**config.mk**
```make
export PLATFORM = sky130hd
export DESIGN_NAME = bram_fetch
export DESIGN_NICKNAME = d
export VERILOG_FILES = /design/src/rtl/bram_fetch_pkg.sv /design/src/rtl/bram_fetch_fifo.sv /design/src/rtl/bram_fetch.sv
export SDC_FILE = /design/constraint.sdc
export NUM_CORES = 1
export LEC_CHECK = 0
export CAP_MARGIN = 30
export CORE_AREA = 2 2 155 119
export CTS_CLUSTER_DIAMETER = 100
export CTS_CLUSTER_SIZE = 8
export DETAILED_ROUTE_END_ITERATION = 16
export DIE_AREA = 0 0 157 121
export GPL_TIMING_DRIVEN = 0
export PLACE_DENSITY = 0.84
export SLEW_MARGIN = 20
export SYNTH_ARGS = -nofsm -noshare
export SYNTH_HDL_FRONTEND = slang
export SYNTH_SLANG_ARGS = --single-unit
```
**constraint.sdc**
```tcl
create_clock -name clk -period 3.8 [get_ports clk]
set_clock_uncertainty 0.15 [all_clocks]
set_input_delay 0.76 -clock clk [delete_from_list [all_inputs] [get_ports clk]]
set_output_delay 0.76 -clock clk [all_outputs]
set_load 0.03 [all_outputs]
```
**src/rtl/bram_fetch_pkg.sv**
```systemverilog
// bram_fetch_pkg: shared constants and FSM encoding
// for the BRAM streaming read-back engine.
package bram_fetch_pkg;

  localparam int FIFO_DEPTH  = 4;
  localparam int WORD_STRIDE = 4;
  localparam int COUNT_WIDTH = 24;

  localparam logic [1:0] ST_IDLE  = 2'd0;
  localparam logic [1:0] ST_READ  = 2'd1;
  localparam logic [1:0] ST_DRAIN = 2'd2;

  typedef enum logic [1:0] {
    IDLE  = ST_IDLE,
    READ  = ST_READ,
    DRAIN = ST_DRAIN
  } state_e;

endpackage

```
**src/rtl/bram_fetch_fifo.sv**
```systemverilog
// bram_fetch_fifo: registered show-ahead FIFO that
// absorbs BRAM read latency under stream backpressure.
module bram_fetch_fifo #(
  parameter int DATA_WIDTH = 32,
  parameter int DEPTH      = 4
) (
  input  logic                         clk_i,
  input  logic                         rst_ni,
  input  logic                         push_i,
  input  logic [DATA_WIDTH-1:0]        data_i,
  input  logic                         pop_i,
  output logic [DATA_WIDTH-1:0]        data_o,
  output logic [$clog2(DEPTH+1)-1:0]   count_o,
  output logic                         empty_o,
  output logic                         full_o
);

  localparam int AW = $clog2(DEPTH);
  localparam int CW = $clog2(DEPTH + 1);

  logic [DATA_WIDTH-1:0] mem_q [DEPTH];
  logic [AW-1:0]         wr_q, rd_q;
  logic [CW-1:0]         cnt_q, cnt_d;
  logic                  do_push, do_pop;

  assign do_push = push_i && !full_o;
  assign do_pop  = pop_i && !empty_o;
  assign empty_o = (cnt_q == '0);
  assign full_o  = (cnt_q == CW'(DEPTH));
  assign count_o = cnt_q;
  assign data_o  = mem_q[rd_q];

  always_comb begin
    cnt_d = cnt_q;
    unique case ({do_push, do_pop})
      2'b10:   cnt_d = cnt_q + CW'(1);
      2'b01:   cnt_d = cnt_q - CW'(1);
      default: cnt_d = cnt_q;
    endcase
  end

  // Storage is cleared too so data_o reads zero out of reset
  always_ff @(posedge clk_i or negedge rst_ni) begin
    if (!rst_ni) begin
      for (int i = 0; i < DEPTH; i++) begin
        mem_q[i] <= '0;
      end
      wr_q  <= '0;
      rd_q  <= '0;
      cnt_q <= '0;
    end else begin
      if (do_push) begin
        mem_q[wr_q] <= data_i;
        wr_q        <= wr_q + AW'(1);
      end
      if (do_pop) begin
        rd_q <= rd_q + AW'(1);
      end
      cnt_q <= cnt_d;
    end
  end

endmodule

```
**src/rtl/bram_fetch.sv**
```systemverilog
// bram_fetch: walks a word range of BRAM port B and
// streams each word out on a valid/ready interface.
module bram_fetch
  import bram_fetch_pkg::*;
#(
  parameter int ADDR_WIDTH   = 32,
  parameter int DATA_WIDTH   = 32,
  parameter int READ_LATENCY = 1
) (
  input  logic                   clk,
  input  logic                   rst_active_low,
  input  logic                   start,
  input  logic [ADDR_WIDTH-1:0]  base_addr,
  input  logic [COUNT_WIDTH-1:0] word_count,
  output logic                   busy,
  output logic                   done,
  output logic [ADDR_WIDTH-1:0]  BRAM_read_address,
  output logic                   BRAM_read_en,
  input  logic [DATA_WIDTH-1:0]  BRAM_read_data,
  output logic [DATA_WIDTH-1:0]  data_out,
  output logic                   data_valid,
  input  logic                   data_ready
);

  localparam int CW = $clog2(FIFO_DEPTH + 1);
  localparam logic [CW:0] CREDITS = FIFO_DEPTH[CW:0];
  localparam logic [ADDR_WIDTH-1:0] STRIDE =
    ADDR_WIDTH'(WORD_STRIDE);

  state_e                   state_q, state_d;
  logic [ADDR_WIDTH-1:0]    addr_q, addr_d;
  logic [COUNT_WIDTH-1:0]   rem_q, rem_d;
  logic [CW-1:0]            inflight_q, inflight_d;
  logic [READ_LATENCY-1:0]  pipe_q, pipe_d;
  logic                     done_q, done_d;

  logic [CW-1:0] fifo_cnt;
  logic          fifo_empty, fifo_full;
  logic          issue, arrive, pop;
  logic          credit_ok, drained;

  // Reads in flight plus words held must fit in the FIFO
  assign credit_ok = ({1'b0, inflight_q} + {1'b0, fifo_cnt})
                     < CREDITS;
  assign issue  = (state_q == READ) && credit_ok && !fifo_full;
  assign arrive = pipe_q[READ_LATENCY-1];
  assign pop    = data_valid && data_ready;

  assign drained = (inflight_q == '0) &&
                   (fifo_empty || (fifo_cnt == CW'(1) && pop));

  assign busy              = (state_q != IDLE);
  assign done              = done_q;
  assign BRAM_read_en      = issue;
  assign BRAM_read_address = addr_q;
  assign data_valid        = !fifo_empty;

  always_comb begin
    pipe_d[0] = issue;
    for (int i = 1; i < READ_LATENCY; i++) begin
      pipe_d[i] = pipe_q[i-1];
    end
  end

  always_comb begin
    inflight_d = inflight_q;
    unique case ({issue, arrive})
      2'b10:   inflight_d = inflight_q + CW'(1);
      2'b01:   inflight_d = inflight_q - CW'(1);
      default: inflight_d = inflight_q;
    endcase
  end

  always_comb begin
    state_d = state_q;
    addr_d  = addr_q;
    rem_d   = rem_q;
    done_d  = 1'b0;
    unique case (state_q)
      IDLE: begin
        if (start) begin
          if (word_count != '0) begin
            addr_d  = base_addr & ~(STRIDE - ADDR_WIDTH'(1));
            rem_d   = word_count;
            state_d = READ;
          end else begin
            done_d = 1'b1;
          end
        end
      end
      READ: begin
        if (issue) begin
          addr_d = addr_q + STRIDE;
          rem_d  = rem_q - COUNT_WIDTH'(1);
          if (rem_q == COUNT_WIDTH'(1)) begin
            state_d = DRAIN;
          end
        end
      end
      DRAIN: begin
        if (drained) begin
          done_d  = 1'b1;
          state_d = IDLE;
        end
      end
      default: state_d = IDLE;
    endcase
  end

  always_ff @(posedge clk or negedge rst_active_low) begin
    if (!rst_active_low) begin
      state_q    <= IDLE;
      addr_q     <= '0;
      rem_q      <= '0;
      inflight_q <= '0;
      pipe_q     <= '0;
      done_q     <= 1'b0;
    end else begin
      state_q    <= state_d;
      addr_q     <= addr_d;
      rem_q      <= rem_d;
      inflight_q <= inflight_d;
      pipe_q     <= pipe_d;
      done_q     <= done_d;
    end
  end

  bram_fetch_fifo #(
    .DATA_WIDTH (DATA_WIDTH),
    .DEPTH      (FIFO_DEPTH)
  ) u_fifo (
    .clk_i   (clk),
    .rst_ni  (rst_active_low),
    .push_i  (arrive),
    .data_i  (BRAM_read_data),
    .pop_i   (pop),
    .data_o  (data_out),
    .count_o (fifo_cnt),
    .empty_o (fifo_empty),
    .full_o  (fifo_full)
  );

endmodule

```
==> impl_metrics.tcl <==
set metrics [dict create \
    rr_startpoint "u_fifo.count_o[0]$_DFFE_PN0P_" \
    cellLeakagePower_nw 5.012 \
    crit_type "flop to primary output" \
    finalCriticalPeriod_ns 3.604 \
    ys_ff_latch 196 \
    power_switching_share 0.4206 \
    outcome "complete, no violations" \
    postSynth.asyncResetShare 1.000 \
    detail-route-antenna-nets 0 \
    finalMaxSlewViolations 0 \
    worstMarginPinSlew_ns 0.8195 \
    clockPowerShare 0.161 \
    drt-initial-drc-count 1152 \
    rr_endpoint "BRAM_read_address[8]$_DFFE_PN0P_" \
    max_slew_margin 0.4486 \
    fin_hold_ws_ns 0.05209 \
    cts_tree "yes" \
    hold_buffers 0 \
    remaining_drc_errors 0 \
    timing.max_cap.violations 0 \
    final_area_um2 12510 \
    initial_core_util 0.5721 \
    avgSynthCellArea_um2 11.72 \
    grt_pass1_vias 8034 \
    clock.fmax_mhz 277.5 \
    root_buffer "clkbuf_16" \
    layout_commonest_cell "dfrtp_1" \
    drive_gt1_frac 0.2117 \
    place_area_um2 11870 \
    dieArea_um2 19000 \
    end_kind "primary output" \
    finalSetupViolations 0 \
    antenna_found_initial 0 \
    period_share 0.9485 \
    worstPathMaxFanout 10 \
    chipHeight_um 121 \
    p_per_area_nw_per_um2 947.1 \
    worstPathRequired_ns 2.89 \
    grt_usage 0.3139 \
    ys_top_cells_by_area "dfrtp_1 49%, mux2_2 15%, mux4_2 7.2%, a21oi_1 2.9%, ha_1 1.9%" \
    r2r_slack_ns 0.84 \
    hold_viol 0 \
    overflow 0 \
    globalplace.congestion 1.004 \
    syn_inst 849 \
    clk_latency_ns 0.44 \
    routedWlPerCell_um 22.30 \
    synth_edf_count 0 \
    synth_top_area_cell "dfrtp_1" \
    antenna_cells 0 \
    htree_levels 4 \
    dr.pass1.iters 9 \
    finish.net_count 1134 \
    combPwrFrac 0.513 \
    p_seq_frac 0.326 \
    yosys_most_used_dff "dfrtp_1" \
    dp_hpwl_um 20180 \
    final_cell_mix "196 x dfrtp_1, 154 x clkdlybuf4s50_1, 129 x mux2_2" \
    syn_to_final_growth_pct 25.73 \
    critPathArrivalTime_ns 2.69 \
    fp.dieW_um 157 \
    intPower_w 0.006866 \
    num_rows 42 \
    ioPinCount 160 \
    cts_made_buffers 17 \
    synth_top_cell_area_share 0.4929 \
    reg2regPathDepth 8 \
    wl_um 28560 \
    power.switching_w 0.004984 \
    vdd_drop_max_mv 0.4865 \
    dr_total_vias 8319 \
    startpoint_type "flop" \
    viasPerCell 6.494 \
    path_clk_slew_ns 0.08 \
    grt_max_degree 78 \
    yosysSeqAreaShare 0.4929 \
    synth.distinct_cells 63 \
    rsz0062_at_grt "no" \
    power_w 0.01185 \
    port-buffer-count 155 \
    grt_pass1_wl_um 45330 \
    yosysWarnings 0 \
    cts_num_sinks 196 \
    synthesis.area_um2 9951 \
    nFillCells 1157 \
    clock_path_buffers 2 \
    placeableCoreArea_um2 17390 \
    hold_class "input pin to async pin" \
]
flip-flops by register name (all words and copies together), names as in the netlist, 2 cells and up:
signal and count:
inflight_q 3, u_fifo.wr_q 2, BRAM_read_address 30, rem_q 24, u_fifo.rd_q 2, u_fifo.count_o 3
state_q 2, u_fifo.mem_q 128
power by group through the flow:
stage               logic (W)  clock network (W)  registers [W]
finish                0.00608            0.00190        0.00387
global placement      0.00584                  0        0.00378
floorplan             0.00377                  0        0.00389
detailed placement    0.00599                  0        0.00385
CTS                   0.00603            0.00190        0.00383
global route          0.00643            0.00200        0.00398
cells by family (layout without fill, tap and decap cells):
logic type,after synthesis,count (layout),synth area share
DFF,196,196,0.4929
buffers and inverters,74,263,0.03131
other,1,2,0.0003769
AOI/OAI and AO/OA,164,164,0.1069
muxes,164,164,0.2214
and+or+nand+nor,225,225,0.1183
xor gates and xnor gates,9,9,0.007921
adders and majority gates,16,16,0.02087
worst max-delay path: stages, from the launching register on:
cell and delay, ns:
dfrtp_1 0.33, clkbuf_1 0.27, clkbuf_1 0.58, mux4_2 0.46
clkdlybuf4s50_1 0.62
area by class of cell:
class                      count  area (um^2)  share of cell area
multi-input combinational    580         4738              0.3787
clock buffer                  17        425.4             0.03400
inverter                      16        60.06            0.004800
timing repair buffer         157         1612              0.1288
tap                          242        302.8             0.02420
buffer                        58        260.3             0.02080
sequential                   196         4905              0.3920
clock inverter                15        207.7             0.01660
metrics by stage:
step / setup TNS, ns / worst slack [ns] / cells / util
finish: 0 / 0.1957 / 1281 / 0.7192
global route: 0 / 0.06061 / 1281 / 0.7192
CTS: 0 / 0.07007 / 1281 / 0.7187
detailed placement: 0 / 0.1678 / 1249 / 0.6823
global placement: -1240.14 / -6.345 / 1247 / 0.6789
floorplan: 0 / 1.303 / 850 / -
synth_stat cells (all sizes together), types with 7 or more instances:
master	instances
mux2	129
o22a	12
mux4	32
nand3	30
a31oi	13
ha	15
o21ai	29
inv	16
dfrtp	196
clkbuf	30
and3	10
nor2	44
nor3	20
buf	28
and4	7
nand2	48
o22ai	12
or4	7
nor4	15
nand4	19
a21oi	58
per-layer routing:
metal | vias up | routed length, um | global-route usage
met5 | - | 0 | 0
met3 | 88 | 3163 | 0.07929
met1 | 4110 | 12020 | 0.4701
met2 | 574 | 12600 | 0.4501
met4 | 0 | 772 | 0.09977
li1 | 3547 | - | -
worst max-delay path by stage:
| stage | startpoint | end | slack, ns |
|---|---|---|---|
| 6_report | u_fifo.rd_q[1]$_DFFE_PN0P_ | data_out[22] | 0.20 |
| 3_3_place_gp | rst_active_low | u_fifo.mem_q[99]$_DFFE_PN0P_ | -6.35 |
| 2_1_floorplan | u_fifo.rd_q[0]$_DFFE_PN0P_ | data_out[10] | 1.30 |
| 3_5_place_dp | word_count[17] | BRAM_read_address[8]$_DFFE_PN0P_ | 0.17 |
| 4_1_cts | u_fifo.rd_q[0]$_DFFE_PN0P_ | data_out[22] | 0.07 |
| 5_1_grt | u_fifo.rd_q[1]$_DFFE_PN0P_ | data_out[22] | 0.06 |
what timing repair did:
action | 4_1_cts | 5_1_grt
buffers inserted | 0 | 0
endpoints found under the setup margin | 0 | 21
endpoints found under the hold margin | 0 | 0
gates resized for setup | 0 | 5
No activity file was read; power rests on OpenSTA's default activity.
